<file path="src/rtl/rca_seq_adder_pkg.sv">
// rca_seq_pkg: shared parameters and types for the sequential ripple-carry adder.
//   WIDTH  - operand/result width
//   SLICE  - bits summed per cycle by the single slice adder
//   NSLICE - number of slices (cycles) per operation
//   IDX_W  - width of the slice index counter
//   state_t - FSM state encoding (IDLE, RUN)
package rca_seq_pkg;

  localparam int WIDTH  = 64;
  localparam int SLICE  = 16;
  localparam int NSLICE = WIDTH / SLICE;
  localparam int IDX_W  = (NSLICE > 1) ? $clog2(NSLICE) : 1;

  typedef enum logic {
    IDLE = 1'b0,
    RUN  = 1'b1
  } state_t;

endpackage

</file>
<file path="src/rtl/rca_seq_adder_if.sv">
// rca_seq_adder_if: start/done request bundle for rca_seq_adder.
//   start  - request, accepted only when busy=0
//   A, B   - operands, sampled with an accepted start
//   cin    - carry-in, sampled with an accepted start
//   busy   - operation in progress
//   done   - one-cycle pulse when S/cout/ovf become valid
//   S      - registered sum
//   cout   - carry out of bit WIDTH-1
//   ovf    - signed overflow
// Handshake: a request is taken at the rising edge where start=1 and busy=0;
// there is no back-pressure on the result, which is announced by done and
// held on S/cout/ovf until the next completion.
interface rca_seq_adder_if;
  import rca_seq_pkg::*;

  logic             start;
  logic [WIDTH-1:0] A;
  logic [WIDTH-1:0] B;
  logic             cin;
  logic             busy;
  logic             done;
  logic [WIDTH-1:0] S;
  logic             cout;
  logic             ovf;

  modport master (
    output start, A, B, cin,
    input  busy, done, S, cout, ovf
  );

  modport slave (
    input  start, A, B, cin,
    output busy, done, S, cout, ovf
  );

endinterface

</file>
<file path="src/rtl/rca_seq_adder_slice.sv">
// rca_slice: combinational SLICE-bit ripple-carry adder built from a chain of
// full-adder cells.
//   a, b - slice operands
//   ci   - carry into bit 0
//   s    - slice sum
//   co   - carry out of the top bit
module rca_slice
  import rca_seq_pkg::*;
(
  input  logic [SLICE-1:0] a,
  input  logic [SLICE-1:0] b,
  input  logic             ci,
  output logic [SLICE-1:0] s,
  output logic             co
);

  // c[i] is the carry into bit i; c[SLICE] leaves the slice.
  logic [SLICE:0] c;

  assign c[0] = ci;

  for (genvar i = 0; i < SLICE; i++) begin : g_fa
    assign s[i]   = a[i] ^ b[i] ^ c[i];
    assign c[i+1] = (a[i] & b[i]) | (a[i] & c[i]) | (b[i] & c[i]);
  end

  assign co = c[SLICE];

endmodule

</file>
<file path="src/rtl/rca_seq_adder.sv">
// rca_seq_adder: WIDTH-bit adder that reuses one SLICE-bit ripple-carry slice
// over NSLICE cycles. Operands are latched on an accepted start; each RUN
// cycle sums one slice and ripples the carry through carry_q. The final RUN
// edge loads S/cout/ovf and pulses done.
//   clk         - rising-edge clock
//   rst_n       - asynchronous active-low reset
//   bus         - request/result bundle (slave side)
//   dbg_state_o - current FSM state, for observation only
module rca_seq_adder
  import rca_seq_pkg::*;
(
  input  logic              clk,
  input  logic              rst_n,
  rca_seq_adder_if.slave    bus,
  output state_t            dbg_state_o
);

  state_t                         state_q;
  logic [NSLICE-1:0][SLICE-1:0]   a_q;
  logic [NSLICE-1:0][SLICE-1:0]   b_q;
  logic [NSLICE-1:0][SLICE-1:0]   acc_q;
  logic [NSLICE-1:0][SLICE-1:0]   acc_d;
  logic [IDX_W-1:0]               idx_q;
  logic                           carry_q;
  logic [WIDTH-1:0]               s_q;
  logic                           cout_q;
  logic                           ovf_q;
  logic                           done_q;

  logic [SLICE-1:0]               slice_s;
  logic                           slice_co;
  logic                           last_slice;

  rca_slice u_slice (
    .a  (a_q[idx_q]),
    .b  (b_q[idx_q]),
    .ci (carry_q),
    .s  (slice_s),
    .co (slice_co)
  );

  // Accumulator with the current slice merged in; on the last slice this is
  // the complete sum, so S can be loaded in the same edge.
  always_comb begin
    acc_d        = acc_q;
    acc_d[idx_q] = slice_s;
  end

  assign last_slice = (idx_q == IDX_W'(NSLICE - 1));

  always_ff @(posedge clk or negedge rst_n) begin
    if (!rst_n) begin
      state_q <= IDLE;
      a_q     <= '0;
      b_q     <= '0;
      acc_q   <= '0;
      idx_q   <= '0;
      carry_q <= 1'b0;
      s_q     <= '0;
      cout_q  <= 1'b0;
      ovf_q   <= 1'b0;
      done_q  <= 1'b0;
    end else begin
      done_q <= 1'b0;
      case (state_q)
        IDLE: begin
          if (bus.start) begin
            a_q     <= bus.A;
            b_q     <= bus.B;
            carry_q <= bus.cin;
            idx_q   <= '0;
            state_q <= RUN;
          end
        end
        RUN: begin
          acc_q   <= acc_d;
          carry_q <= slice_co;
          idx_q   <= idx_q + IDX_W'(1);
          if (last_slice) begin
            s_q     <= acc_d;
            cout_q  <= slice_co;
            // Overflow: operands share a sign that the sum does not.
            ovf_q   <= (a_q[NSLICE-1][SLICE-1] == b_q[NSLICE-1][SLICE-1]) &&
                       (acc_d[NSLICE-1][SLICE-1] != a_q[NSLICE-1][SLICE-1]);
            done_q  <= 1'b1;
            idx_q   <= '0;
            state_q <= IDLE;
          end
        end
        default: state_q <= IDLE;
      endcase
    end
  end

  assign bus.busy    = (state_q == RUN);
  assign bus.done    = done_q;
  assign bus.S       = s_q;
  assign bus.cout    = cout_q;
  assign bus.ovf     = ovf_q;
  assign dbg_state_o = state_q;

endmodule

</file>
<file path="src/flat_wrapper.sv">
// flat-port wrapper written by rule: the top's interface ports become plain ports
module rca_seq_adder_flat import rca_seq_pkg::*;
  (clk, rst_n, dbg_state_o, bus_start, bus_A, bus_B, bus_cin, bus_busy, bus_done, bus_S, bus_cout, bus_ovf);
  rca_seq_adder_if bus_i ();
  input  logic clk;
  input  logic rst_n;
  output state_t dbg_state_o;
  input wire logic [$bits(bus_i.start)-1:0] bus_start;
  input wire logic [$bits(bus_i.A)-1:0] bus_A;
  input wire logic [$bits(bus_i.B)-1:0] bus_B;
  input wire logic [$bits(bus_i.cin)-1:0] bus_cin;
  output wire logic [$bits(bus_i.busy)-1:0] bus_busy;
  output wire logic [$bits(bus_i.done)-1:0] bus_done;
  output wire logic [$bits(bus_i.S)-1:0] bus_S;
  output wire logic [$bits(bus_i.cout)-1:0] bus_cout;
  output wire logic [$bits(bus_i.ovf)-1:0] bus_ovf;
  assign bus_i.start = bus_start;
  assign bus_i.A = bus_A;
  assign bus_i.B = bus_B;
  assign bus_i.cin = bus_cin;
  assign bus_busy = bus_i.busy;
  assign bus_done = bus_i.done;
  assign bus_S = bus_i.S;
  assign bus_cout = bus_i.cout;
  assign bus_ovf = bus_i.ovf;
  rca_seq_adder u_core (.clk(clk), .rst_n(rst_n), .bus(bus_i), .dbg_state_o(dbg_state_o));
endmodule
</file>
<file path="config.mk">
export PLATFORM = sky130hd
export DESIGN_NAME = rca_seq_adder_flat
export DESIGN_NICKNAME = d
export VERILOG_FILES = /design/src/rtl/rca_seq_adder_pkg.sv /design/src/rtl/rca_seq_adder_if.sv /design/src/rtl/rca_seq_adder_slice.sv /design/src/rtl/rca_seq_adder.sv /design/src/flat_wrapper.sv
export SDC_FILE = /design/constraint.sdc
export NUM_CORES = 1
export LEC_CHECK = 0
export ABC_CLOCK_PERIOD_IN_PS = 8300
export CAP_MARGIN = 0
export CORE_ASPECT_RATIO = 0.5
export CORE_UTILIZATION = 40
export CTS_CLUSTER_SIZE = 30
export DETAILED_ROUTE_END_ITERATION = 10
export PLACE_DENSITY = 0.66
export SLEW_MARGIN = 30
export SYNTH_ARGS = -nofsm -noshare
export SYNTH_HDL_FRONTEND = slang
export SYNTH_HIERARCHICAL = 1
export SYNTH_SLANG_ARGS = --single-unit
</file>
<file path="constraint.sdc">
create_clock -name clk -period 8.3 [get_ports clk]
set_input_delay 1.245 -clock clk [delete_from_list [all_inputs] [get_ports clk]]
set_output_delay 1.245 -clock clk [all_outputs]
set_load 0.005 [all_outputs]
</file>
* After elaboration in Yosys (flattened, before gate mapping)
Cells that the tools add are included.
Widths: inputs -> output; s select.
** Word-level totals
- Register bits :: 263
- Latch bits :: 0
- Memory bits (writable) :: 0
- ROM bits :: 0
- Input bits :: 132
- Output and inout port bits :: 69
- Word-level logic and storage cells :: 160
- Memories :: 0
** Cells by class
- Add/sub/neg operators :: 1
- $mul :: 0
- Div/mod/pow operators :: 0
- $lt $le $gt $ge :: 2
- Equality and inequality tests :: 4
- Shifts and indexed selects :: 0
- Muxes and demuxes :: 17
- Bitwise gates (word level) :: 113
- Reductions and logical operators :: 4
** Operator list (count)
- $bmux 16 s2 :: 2
- $bwmux 64 :: 1
- $and 1x1->1 :: 48
- $mux 16 :: 3
- $demux 16 s2 :: 1
- $or 1x1->1 :: 32
- $xor 1x1->1 :: 32
- $mux 1 :: 5
- $mux 2 :: 2
- $pmux 1 s2 :: 2
- $pmux 2 s2 :: 1
- $reduce_and 2->1 :: 2
- $lt 2x3->1 const B :: 1
- $add 2x1->2 const B :: 1
- $eq 2x2->1 const B :: 1
- $ge 2x1->1 const B :: 1
- $logic_and 1x1->1 :: 2
- $ne 2x2->1 const B :: 1
- $eq 1x1->1 :: 1
- $ne 1x1->1 :: 1
- $not 1->1 :: 1

* Longest topological paths before layout
- Depth after elaboration :: 51
- Depth in mapped cells :: 25
- Gate-level depth less buffers :: 23

* By module
Netlist, hierarchy kept.
** Modules (own cells, without submodules)
- rca_seq_adder :: instances 1, cells each 712, area each 10711.5 sq um, sequential area each 6180.9 sq um
- rca_slice :: instances 1, cells each 26, area each 357.8 sq um, sequential area each 0.0 sq um

* Least setup slack after synthesis
No wires, ideal clock.
- Path kind :: flip-flop to flip-flop
- Start point :: register u_core.idx_q[0]
- End point :: register u_core.ovf_q (netlist: u_core/bus.ovf)
- Setup time :: 0.082 ns
- Arrival time :: 8.071 ns
- Required time :: 8.218 ns
- Setup slack :: 0.147 ns
- Stages on the path, launching flop included :: 26
- Buffers on the path :: 2
- Period minus slack after synthesis :: 8.153 ns
- Cell sequence :: dfrtp_1 buf_2 buf_4 mux4_2 inv_1 fa_1 inv_1 fa_1 fa_1 fa_1 fa_1 fa_1 fa_1 fa_1 fa_1 fa_1 fa_1 fa_1 fa_1 fa_1 fa_1 inv_1 fa_1 inv_1 or3b_2 a31oi_1
** Between the ends
- Longest elaborated chain between the ends :: 51
- Elaborated cells on any way between the ends :: 91
- Classes of those cells :: 2 x order compare; 2 x eq/ne; 7 x mux; 77 x bitwise; 3 x reduce/logical
** Ends and longest elaborated chain
- from (decl) :: line rca_seq_adder.sv:23 : logic [IDX_W-1:0] idx_q;
- from (signal assigned) :: line rca_seq_adder.sv:78 : idx_q <= idx_q + IDX_W'(1);
- $bmux 16 s2 (on tied branches) :: line rca_seq_adder.sv:35, rca_seq_adder.sv:36
- $mux 16 (on tied branches) :: line rca_seq_adder.sv:35, rca_seq_adder.sv:36
- $and 1x1->1 :: line rca_seq_adder_slice.sv:24 : assign c[i+1] = (a[i] & b[i]) | (a[i] & c[i]) | (b[i] & c[i]);
- $or 1x1->1 (2 in a row) :: line rca_seq_adder_slice.sv:24
- $and 1x1->1 :: line rca_seq_adder_slice.sv:24
- $or 1x1->1 (2 in a row) :: line rca_seq_adder_slice.sv:24
- $and 1x1->1 :: line rca_seq_adder_slice.sv:24
- $or 1x1->1 (2 in a row) :: line rca_seq_adder_slice.sv:24
- (+31 left out)
- $or 1x1->1 (2 in a row) :: line rca_seq_adder_slice.sv:24
- $and 1x1->1 :: line rca_seq_adder_slice.sv:24
- $or 1x1->1 (2 in a row) :: line rca_seq_adder_slice.sv:24
- $xor 1x1->1 * :: line rca_seq_adder_slice.sv:23 : assign s[i] = a[i] ^ b[i] ^ c[i];
- via u_core.slice_s[15] :: line rca_seq_adder.sv:30 : logic [SLICE-1:0] slice_s;
- $bwmux 64 * :: line rca_seq_adder.sv:46 : acc_d[idx_q] = slice_s;
- $ne 1x1->1 * :: line rca_seq_adder.sv:84 : (acc_d[NSLICE-1][SLICE-1] != a_q[NSLICE-1][SLICE-1]);
- $logic_and 1x1->1 * :: line rca_seq_adder.sv:83 : ovf_q <= (a_q[NSLICE-1][SLICE-1] == b_q[NSLICE-1][SLICE-1]) &&
- to (signal assigned) :: line rca_seq_adder.sv:83
- to (decl) :: line rca_seq_adder.sv:27 : logic ovf_q;
The timed path passes the listed nets; every way through them passes the cells marked *. The select of a mux whose other input is x is not followed.
A chain may end at the register's enable or synchronous reset.

* Worst setup path in the final report
Ends and elaborated chain as after synthesis.

==> results.tsv <==
stage	metric	value	unit
setup_path	Setup CP Type	flip-flop to flip-flop	
setup_path	startpoint types	flip-flop	
floorplanning	Total Die Area	28380	um^2
yosys	Cell Area, Synth	11070	um^2
route	# DRC	0	
timing	setup TNS	0	ps
timing	unrepaired setup endpoints after global routing	no	
yosys	Yosys top cell by area	dfrtp_1	
outcome	status	completed	
yosys	Synth Net Count	890	
yosys	synth cell count leaders	247 x dfrtp_1, 157 x mux2_2, 97 x a21oi_1	
global_routing	first-pass GRT wire length	42670	um
floorplanning	I/O pins	201	
timing	Period Utilization, post-route	0.9596	
setup_path	crit path capture type	flip-flop	
floorplanning	Initial Utilization	0.4130	
global_routing	GRT Util Overall	0.1961	
setup_path	Worst Path Required	8740	ps
job	max-cap violation count	0	
route	Vias	6746	
timing	final clock skew	9.625	ps
yosys	Post-synth EDFFs	0	
cts	Max Root-Sink Buffers	3	
yosys	warnings from Yosys	6	
yosys	Area contributors post-synth	dfrtp_1 56%, mux2_2 16%, mux4_2 6.5%	
route	final wirelength	26990	um
timing	Final Max Tran Viols	0	
cts	Root Driver	clkbuf_16	
final_layout	layout cells sized above 1	0.2897	
floorplanning	FP Rows	42	
final_layout	area grow syn2layout	26.44	%
route	Via density	5.221	
cts	CTS buffer count	23	
final_layout	nets	1078	
yosys	Yosys reg bits	247	
floorplanning	core area	26800	um^2
global_routing	vias in the first global route	7068	
route	WL per Instance	20.89	um
cts	Post-CTS Hold Buffers	0	
yosys	Avg Cell Area, Syn	15.00	um^2
timing	fmax	125.6	MHz
global_routing	GRT overflow	0	
floorplanning	Die W	237.3	um
route	DRT Pass-1 Iters	4	
route	Iter 0 DRT Violations	491	
yosys	Distinct cells, synth	28	
yosys	Mapped Cells	738	
cts	TritonCTS sink count	247	
place	Placer Congestion	0.7660	
place	detailed placement HPWL	18590	um
timing	Hold Fails Final Rpt	0	
timing	endpoints failing setup	0	
yosys	Async S/R FF share, synth	1.000	
setup_path	CP Data Arrival Time	8410	ps
power	total power	7252	uW
route	Post-DRT Antenna Nets	0	
timing	worst slew pin tran	887.2	ps
worst_hold_path	Tightest Hold Check Type	flip-flop to flip-flop	
global_routing	initial antenna violation count	0	
cts	TritonCTS clock tree	yes	
yosys	most frequent cell after synthesis	dfrtp_1	
yosys	Synth top area share	0.5584	
floorplanning	Die Height	119.6	um
cts	Skew-Pair Late Insertion Delay	520	ps
power	Lkg Pwr	0.005926	uW
timing	clock period minus final worst setup slack	7965	ps
global_routing	largest net degree at the start of global routing	134	
yosys	sequential element share of the synthesized area	0.5584	
timing	Max-slew headroom	0.4077	
yosys	Main synth FF type	dfrtp_1	
cts	clock transition at the registers of the reported paths	60	ps
place	Port Buffers	200	
cts	H-tree depth	1	
power	Power Density	518.2	nW/um^2
power	peak supply drop	0.3214	mV
setup_path	worst-path fanout max	4	
final_layout	fillers	2271	
==> metal layers <==
layer	track usage	vias up	wire, um	share of wire
met5	0	-	0	0
met4	0.03669	0	408	0.015
met3	0.02968	28	835	0.031
met2	0.3226	106	13170	0.49
met1	0.2787	3568	12580	0.47
li1	-	3044	-	-
==> registers in the layout, indices dropped and copies added, names as in the netlist <==
name / cells
u_core/a_q: 64
u_core/acc_q: 48
u_core/b_q: 64
u_core/bus.S: 64
u_core/bus.busy: 1
u_core/bus.cout: 1
u_core/bus.done: 1
u_core/bus.ovf: 1
u_core/carry_q: 1
u_core/idx_q: 2
==> worst max-delay path, stage by stage, from the launching register on <==
cell     delay, ps
dfrtp_2        410
mux4_2         510
inv_1          100
fa_1           170
inv_1           50
fa_1           380
fa_1           390
fa_1           380
fa_1           390
fa_1           390
fa_1           390
fa_1           400
fa_2           380
fa_2           380
fa_1           400
fa_1           400
fa_1           410
fa_1           400
fa_1           380
inv_1           90
fa_1           410
inv_1           70
or3b_2         440
a31oi_1        160
==> cell type report <==
type	count	area, um^2	area share
antenna	1	2.502	0.0001788
clock buffer	30	621.8	0.04443
clock inverter	8	40.04	0.002861
inverter	14	52.55	0.003755
multi-input combinational	423	4476	0.3198
sequential	247	6185	0.4419
tap	352	440.4	0.03147
timing repair buffer	217	2178	0.1556
==> power by group <==
part | internal [uW] | switching (uW) | total [uW]
clock network | 525 | 447 | 972
logic | 2000 | 2090 | 4100
registers | 1850 | 334 | 2180
total | 4380 | 2880 | 7250
==> layout by cell type (no fill, tap or decap), types with 3 or more instances in the layout <==
cell             instances
dfrtp_1                244
mux2i_1                 49
dfrtp_2                  3
mux2_2                 157
clkdlybuf4s50_1        199
ha_1                     3
inv_1                   13
a21o_1                  16
mux4_2                  32
a21oi_1                 97
mux2_4                  20
and3_1                  16
buf_4                   14
fa_1                    14
clkbuf_1                 5
clkinv_2                 8
clkbuf_16               23
nand2_1                  3
==> cells by family (layout without fill, tap and decap cells) <==
family | Yosys count | in the layout | share of synthesized area
multiplexers | 258 | 258 | 0.2963
AO/OA/AOI/OAI | 118 | 118 | 0.05742
flip-flops | 247 | 247 | 0.5584
adder cells (fa/ha/maj) | 20 | 20 | 0.03346
other | 0 | 1 | 0
AND/OR/NAND/NOR | 27 | 27 | 0.01605
buffers and inverters | 68 | 269 | 0.03843
==> what timing repair did <==
| action | 4_1_cts | 5_1_grt |
|---|---|---|
| buffers inserted | 0 | 2 |
| setup endpoints to repair | 0 | 1 |
| gates resized for setup | 0 | 2 |
| endpoints found under the hold margin | 0 | 0 |
==> stage by stage <==
step / instances / utilization / instance area (um^2) / hold slack, ps / setup slack (ps)
after floorplan: 738 / - / 11070 / 473.4 / 147.0
after global placement: 1249 / 0.4945 / 13250 / 467.4 / 267.4
after global routing: 1291 / 0.5221 / 13990 / 501.3 / 51.87
after CTS: 1288 / 0.5204 / 13950 / 484.5 / 125.9
after detailed placement: 1250 / 0.4957 / 13280 / 469.2 / 166.0
final: 1292 / 0.5222 / 14000 / 481.5 / 335.4
==> worst paths after layout <==
check | startpoint | end | slack [ps] | cells past startpoint
worst max-delay path | u_core/idx_q[0] | u_core/bus.ovf | 340 | 23
worst min-delay path | u_core/bus.S[53] | u_core/bus.S[53] | 480 | 1
worst max register to register | u_core/idx_q[0] | u_core/bus.ovf | 340 | 23
worst min register to register | u_core/bus.S[53] | u_core/bus.S[53] | 480 | 1
max in group asynchronous | rst_n | u_core/b_q[23] | 6260 | 3
min in group asynchronous | rst_n | u_core/bus.S[40] | 620 | 1
Note: power is estimated with default switching activity, not from simulation.
